===== config.mk =====
export PLATFORM = sky130hd
export DESIGN_NAME = audio_mem_ctrl
export DESIGN_NICKNAME = d
export VERILOG_FILES = /design/src/rtl/audio_mem_ctrl.sv
export SDC_FILE = /design/constraint.sdc
export NUM_CORES = 1
export LEC_CHECK = 0
export BUFFER_PORTS_ARGS = -buffer_cell sky130_fd_sc_hd__buf_2
export CAP_MARGIN = 20
export CORE_MARGIN = 4
export CORE_UTILIZATION = 35
export CTS_BUF_LIST = sky130_fd_sc_hd__clkbuf_16
export DETAILED_ROUTE_END_ITERATION = 16
export SLEW_MARGIN = 10
export SYNTH_ARGS = -nofsm -noshare
export SYNTH_HDL_FRONTEND = slang
export SYNTH_SLANG_ARGS = --single-unit
export TNS_END_PERCENT = 5

===== constraint.sdc =====
create_clock -name i_clk -period 3.5 [get_ports i_clk]
set_clock_uncertainty 0.2 [all_clocks]
set_input_delay 0.175 -clock i_clk [delete_from_list [all_inputs] [get_ports i_clk]]
set_output_delay 0.175 -clock i_clk [all_outputs]
set_load 0.05 [all_outputs]

===== src/rtl/audio_mem_ctrl.sv =====
// audio_mem_ctrl: records/plays 32-bit stereo samples as two 16-bit words in external SRAM.
module audio_mem_ctrl (
    input  logic        i_clk,
    input  logic        i_rst_n,
    input  logic        i_start_rec,
    input  logic        i_start_play,
    input  logic        i_stop,
    input  logic        record_audio_valid,
    input  logic [31:0] record_audio_data,
    output logic        record_audio_ready,
    output logic        play_audio_valid,
    output logic [31:0] play_audio_data,
    input  logic        play_audio_ready,
    output logic [19:0] o_sram_addr,
    output logic [15:0] o_sram_wdata,
    input  logic [15:0] i_sram_rdata,
    output logic        o_sram_we_n,
    output logic        o_sram_oe_n,
    output logic [19:0] o_rec_end,
    output logic [2:0]  o_state
);
    typedef enum logic [2:0] {
        IDLE       = 3'd0,
        REC_WAIT   = 3'd1,
        REC_WR_HI  = 3'd2,
        REC_WR_LO  = 3'd3,
        PLAY_RD_HI = 3'd4,
        PLAY_RD_LO = 3'd5,
        PLAY_WAIT  = 3'd6
    } state_t;
    // The final word pair is never used, so a full recording ends here.
    localparam logic [19:0] LAST_END = 20'hFFFFE;
    state_t      state_q, state_d;
    logic [19:0] ptr_q, ptr_d, rec_end_q, rec_end_d;
    logic [31:0] rec_data_q, rec_data_d, play_data_q, play_data_d;
    logic        stop_pend_q, stop_pend_d;
    logic [19:0] ptr_inc1, ptr_inc2;
    assign ptr_inc1 = ptr_q + 20'd1;
    assign ptr_inc2 = ptr_q + 20'd2;
    always_ff @(posedge i_clk or negedge i_rst_n) begin
        if (!i_rst_n) begin
            state_q     <= IDLE;
            ptr_q       <= '0;
            rec_end_q   <= '0;
            rec_data_q  <= '0;
            play_data_q <= '0;
            stop_pend_q <= 1'b0;
        end else begin
            state_q     <= state_d;
            ptr_q       <= ptr_d;
            rec_end_q   <= rec_end_d;
            rec_data_q  <= rec_data_d;
            play_data_q <= play_data_d;
            stop_pend_q <= stop_pend_d;
        end
    end
    always_comb begin
        state_d     = state_q;
        ptr_d       = ptr_q;
        rec_end_d   = rec_end_q;
        rec_data_d  = rec_data_q;
        play_data_d = play_data_q;
        stop_pend_d = stop_pend_q;
        case (state_q)
            IDLE: begin
                if (i_stop) begin
                    state_d = IDLE;
                end else if (i_start_rec) begin
                    state_d   = REC_WAIT;
                    ptr_d     = '0;
                    rec_end_d = '0;
                end else if (i_start_play && rec_end_q != '0) begin
                    state_d = PLAY_RD_HI;
                    ptr_d   = '0;
                end
            end
            REC_WAIT: begin
                if (i_stop) begin
                    state_d = IDLE;
                end else if (record_audio_valid) begin
                    rec_data_d = record_audio_data;
                    state_d    = REC_WR_HI;
                end
            end
            REC_WR_HI: begin
                // A stop mid-sample is deferred so the sample completes.
                stop_pend_d = stop_pend_q | i_stop;
                state_d     = REC_WR_LO;
            end
            REC_WR_LO: begin
                ptr_d       = ptr_inc2;
                rec_end_d   = ptr_inc2;
                stop_pend_d = 1'b0;
                state_d     = (stop_pend_q || i_stop || ptr_inc2 == LAST_END) ? IDLE : REC_WAIT;
            end
            PLAY_RD_HI: begin
                play_data_d[31:16] = i_sram_rdata;
                state_d            = i_stop ? IDLE : PLAY_RD_LO;
            end
            PLAY_RD_LO: begin
                play_data_d[15:0] = i_sram_rdata;
                state_d           = i_stop ? IDLE : PLAY_WAIT;
            end
            PLAY_WAIT: begin
                if (i_stop) begin
                    state_d = IDLE;
                end else if (play_audio_ready) begin
                    ptr_d   = ptr_inc2;
                    state_d = (ptr_inc2 == rec_end_q) ? IDLE : PLAY_RD_HI;
                end
            end
            default: state_d = IDLE;
        endcase
    end
    assign record_audio_ready = (state_q == REC_WAIT) && !i_stop;
    assign play_audio_valid   = (state_q == PLAY_WAIT);
    assign play_audio_data    = play_data_q;
    assign o_sram_we_n        = !(state_q == REC_WR_HI || state_q == REC_WR_LO);
    assign o_sram_oe_n        = !(state_q == PLAY_RD_HI || state_q == PLAY_RD_LO);
    assign o_sram_addr        = (state_q == REC_WR_HI || state_q == PLAY_RD_HI) ? ptr_q :
                                (state_q == REC_WR_LO || state_q == PLAY_RD_LO) ? ptr_inc1 : '0;
    assign o_sram_wdata       = (state_q == REC_WR_HI) ? rec_data_q[31:16] :
                                (state_q == REC_WR_LO) ? rec_data_q[15:0] : '0;
    assign o_rec_end          = rec_end_q;
    assign o_state            = state_q;
endmodule


==> impl_metrics.csv <==
group,metric,value,unit
outcome,status,"completed",
synth,synth.avg_cell_area,10.5,um^2
worst_setup_path,critPathMaxFanout,9,
die,die_h,132,um
power,ir_worst_vdd,0.671,mV
routing,wirelength,16200,um
timing,setup_ws,0.376,ns
worst_setup_path,cpPeakStageDelay,0.50,ns
synth,synth_area,5390,um^2
worst_setup_path,rrSetupSlack,0.38,ns
die,core-area,15100,um^2
clocking,cts.htree.levels,3,
worst_setup_path,crit_chain,"ha_1 > nand3_1 > nor2_1 > xnor2_1 > o211ai_1 > or4_1 > a2111oi_2 > a31oi_1",
die,rows,45,
finish,layout_commonest_cell,"buf_2",
die,die_area,17500,um^2
clocking,cts_root_buf,"clkbuf_16",
grt,grt_max_degree,108,
worst_setup_path,crit_slowest_cell,"dfrtp_1",
power,seq_power_share,35.5,%
routing,detail-route-antenna-nets,0,
worst_setup_path,crit_arrival,3.14,ns
routing,dr.pass1.iters,8,
worst_setup_path,r2r-start,"ptr_q[1]",
worst_setup_path,required,3.52,ns
power,p_int,0.00296,W
power,p_sw,0.00241,W
grt,grt_pass1_vias,4891,
place,io_buffers,149,
routing,drc_errors,0,
worst_setup_path,critPathCapture,"o_state[2]",
routing,drt-vias-per-instance,5.30,
place,place.gp.congestion,0.907,
routing,wl_per_cell,18.2,um
synth,yosys.area.top_type,"dfrtp_1",
synth,syn_inst,512,
clocking,cts.repair.resized,0,
worst_setup_path,rr_worst_depth,8,
synth,syn_nets,568,
worst_setup_path,cp-startpoint,"ptr_q[1]",
synth,yosysUniqueCellTypes,45,
finish,nets,755,
job,drv_cap,0,
synth,synthTopCellsByArea,"dfrtp_1, mux2_2, o21ai_0",
timing,hold_viol_final,0,
clocking,hold_buffers,52,
worst_setup_path,worstSetupPathType,"reg2reg",
worst_setup_path,rr_endpoint,"o_state[2]",
timing,max_clock_freq,320,MHz
synth,synth_top_area_share,49.7,%
place,dpl.hpwl,11300,um
power,p_comb_share,45.0,%
clocking,cts_setup_buffers,0,
finish,drive_gt1_share,34.9,%
power,power,0.00536,W
clocking,clock-sinks,107,
finish,mostFrequentLayoutCells,"buf_2, dfrtp_1, mux2_2",
synth,synth-seq-area-share,49.7,%
finish,area_growth_syn_to_layout,32.5,%
clocking,clk_pin_slew_worst_paths,0.07,ns
clocking,numCtsBuffers,9,
routing,vias,4732,
timing,period_share,89.3,%
worst_setup_path,critPathCaptureType,"flip-flop",
timing,grt_setup_unrepaired,"no",
routing,drt_iter0_markers,367,
worst_setup_path,cp.depth,8,
grt,track_usage,18.8,%
die,io_pins,150,
power,powerDensity,751,nW/um^2
clocking,clk_latency,0.35,ns
grt,grt_pass1_wl,26600,um
power,total_leakage_power,3.32,nW
timing,maxSlewViolCount,0,
place,pre_cts_ws,0.443,ns
grt,grt-ovfl-total,0,
synth,ys.warnings.count,0,
timing,relSlewSlack,52.4,%
finish,fill_cells,1401,
clocking,clk_path_buf_depth,2,
timing,period_needed,3.12,ns
min_path,hp-class,"in2reg",
timing,tightestPinTransition,0.713,ns
worst_setup_path,critPathTopFamily,"simple AND/OR/NAND/NOR gates",
worst_setup_path,crit_path_start_kind,"flip-flop",
timing,setup-tns-final,0,ns
power,pwr-share-clk,19.4,%
grt,antenna_found_initial,0,
worst_setup_path,crit_buf_inv,0,
die,die_w,132,um
power,swShare,44.8,%
timing,setup-violations-final,0,
clocking,cts_tree,"yes",
die,start_util,35.6,%
synth,ys_seq_elements,107,
[worst reg2reg max path, cell delays in order (launching register included)]
cell	delay, ns
dfrtp_1	0.50
ha_1	0.28
nand3_1	0.27
nor2_1	0.49
xnor2_1	0.18
o211ai_1	0.10
or4_1	0.50
a2111oi_2	0.34
a31oi_1	0.13
[worst min-delay path by stage]
stage | startpoint | cells past startpoint | endpoint | slack [ns]
final | i_start_rec | 4 | o_state[0] | 0.08
after global routing | i_start_rec | 4 | o_state[0] | 0.1
after CTS | i_start_rec | 4 | o_state[0] | 0.08
after detailed placement | i_rst_n | 2 | ptr_q[14] | 0.10
after global placement | i_rst_n | 2 | ptr_q[16] | 0.1
after floorplan | i_rst_n | 0 | o_rec_end[0] | -0.32
[stage by stage]
step	hold slack (ns)	instance area, um^2	cells	utilization (%)
2_1_floorplan	-0.321	5400	512	-
5_1_grt	0.0982	7140	892	47.2
3_5_place_dp	0.101	6320	824	41.7
4_1_cts	0.0753	7140	892	47.2
6_report	0.0807	7150	893	47.2
3_3_place_gp	0.0951	6320	824	41.7
[final cells by class]
cell class                 instances  area (um^2)  share of cell area (%)
inverter                          10         37.5                   0.525
sequential                       107         2680                    37.5
clock inverter                     7         76.3                    1.07
tap                              188          235                    3.29
antenna                            1         2.50                  0.0350
timing repair buffer             210         1350                    18.9
multi-input combinational        361         2540                    35.6
clock buffer                       9          225                    3.15
[cells in the mapped netlist, drive strengths merged]
| library cell | number |
|---|---|
| a221o | 1 |
| or4 | 2 |
| o211ai | 1 |
| nor3b | 3 |
| a31oi | 6 |
| and3 | 2 |
| a21oi | 13 |
| o41ai | 4 |
| o32ai | 2 |
| clkbuf | 26 |
| ha | 1 |
| a2111oi | 1 |
| or2b | 1 |
| xor2 | 8 |
| nor4 | 11 |
| a32oi | 1 |
| and2 | 20 |
| o21ai | 46 |
| inv | 10 |
| buf | 8 |
| and4 | 2 |
| nand2 | 41 |
| or3 | 3 |
| nor2 | 29 |
| nand3 | 11 |
| or2 | 2 |
| nor2b | 3 |
| nand4 | 10 |
| xnor2 | 23 |
| nand2b | 6 |
| a22o | 17 |
| nor3 | 10 |
| o22ai | 6 |
| o31ai | 7 |
| a22oi | 1 |
| a211oi | 1 |
| dfrtp | 107 |
| mux2 | 64 |
| a21o | 2 |
[power groups by stage]
stage	Sequential (W)	Clock, W	Combinational (W)
6_report	0.00191	0.00104	0.00242
5_1_grt	0.00196	0.00112	0.00257
4_1_cts	0.00190	0.00107	0.00243
3_5_place_dp	0.00192	0	0.00237
3_3_place_gp	0.00189	0	0.00234
2_1_floorplan	0.00259	0	0.00108
[cell families after synthesis]
kind of cell    after synthesis  synth area share [%]
compound gates              109                  12.9
xor+xnor                     31                  5.04
fa+ha+maj                     1                 0.232
buf+inv                      44                  3.30
flops                       107                  49.7
mux                          64                  13.4
simple gates                156                  15.5
[routing by layer]
layer / up-vias / GRT usage (%) / wire length [um]
li1: 2199 / - / -
met1: 2342 / 24.7 / 7040
met2: 175 / 30.2 / 7670
met3: 16 / 6.41 / 1310
met4: 0 / 4.32 / 212
met5: - / 0 / 0
[sequential cells by signal (all words and copies together), names as in the netlist]
signal	cells
rec_data_q	32
play_audio_data	32
o_state	3
o_rec_end	20
ptr_q	19
stop_pend_q	1
No activity file was read; power rests on OpenSTA's default activity.
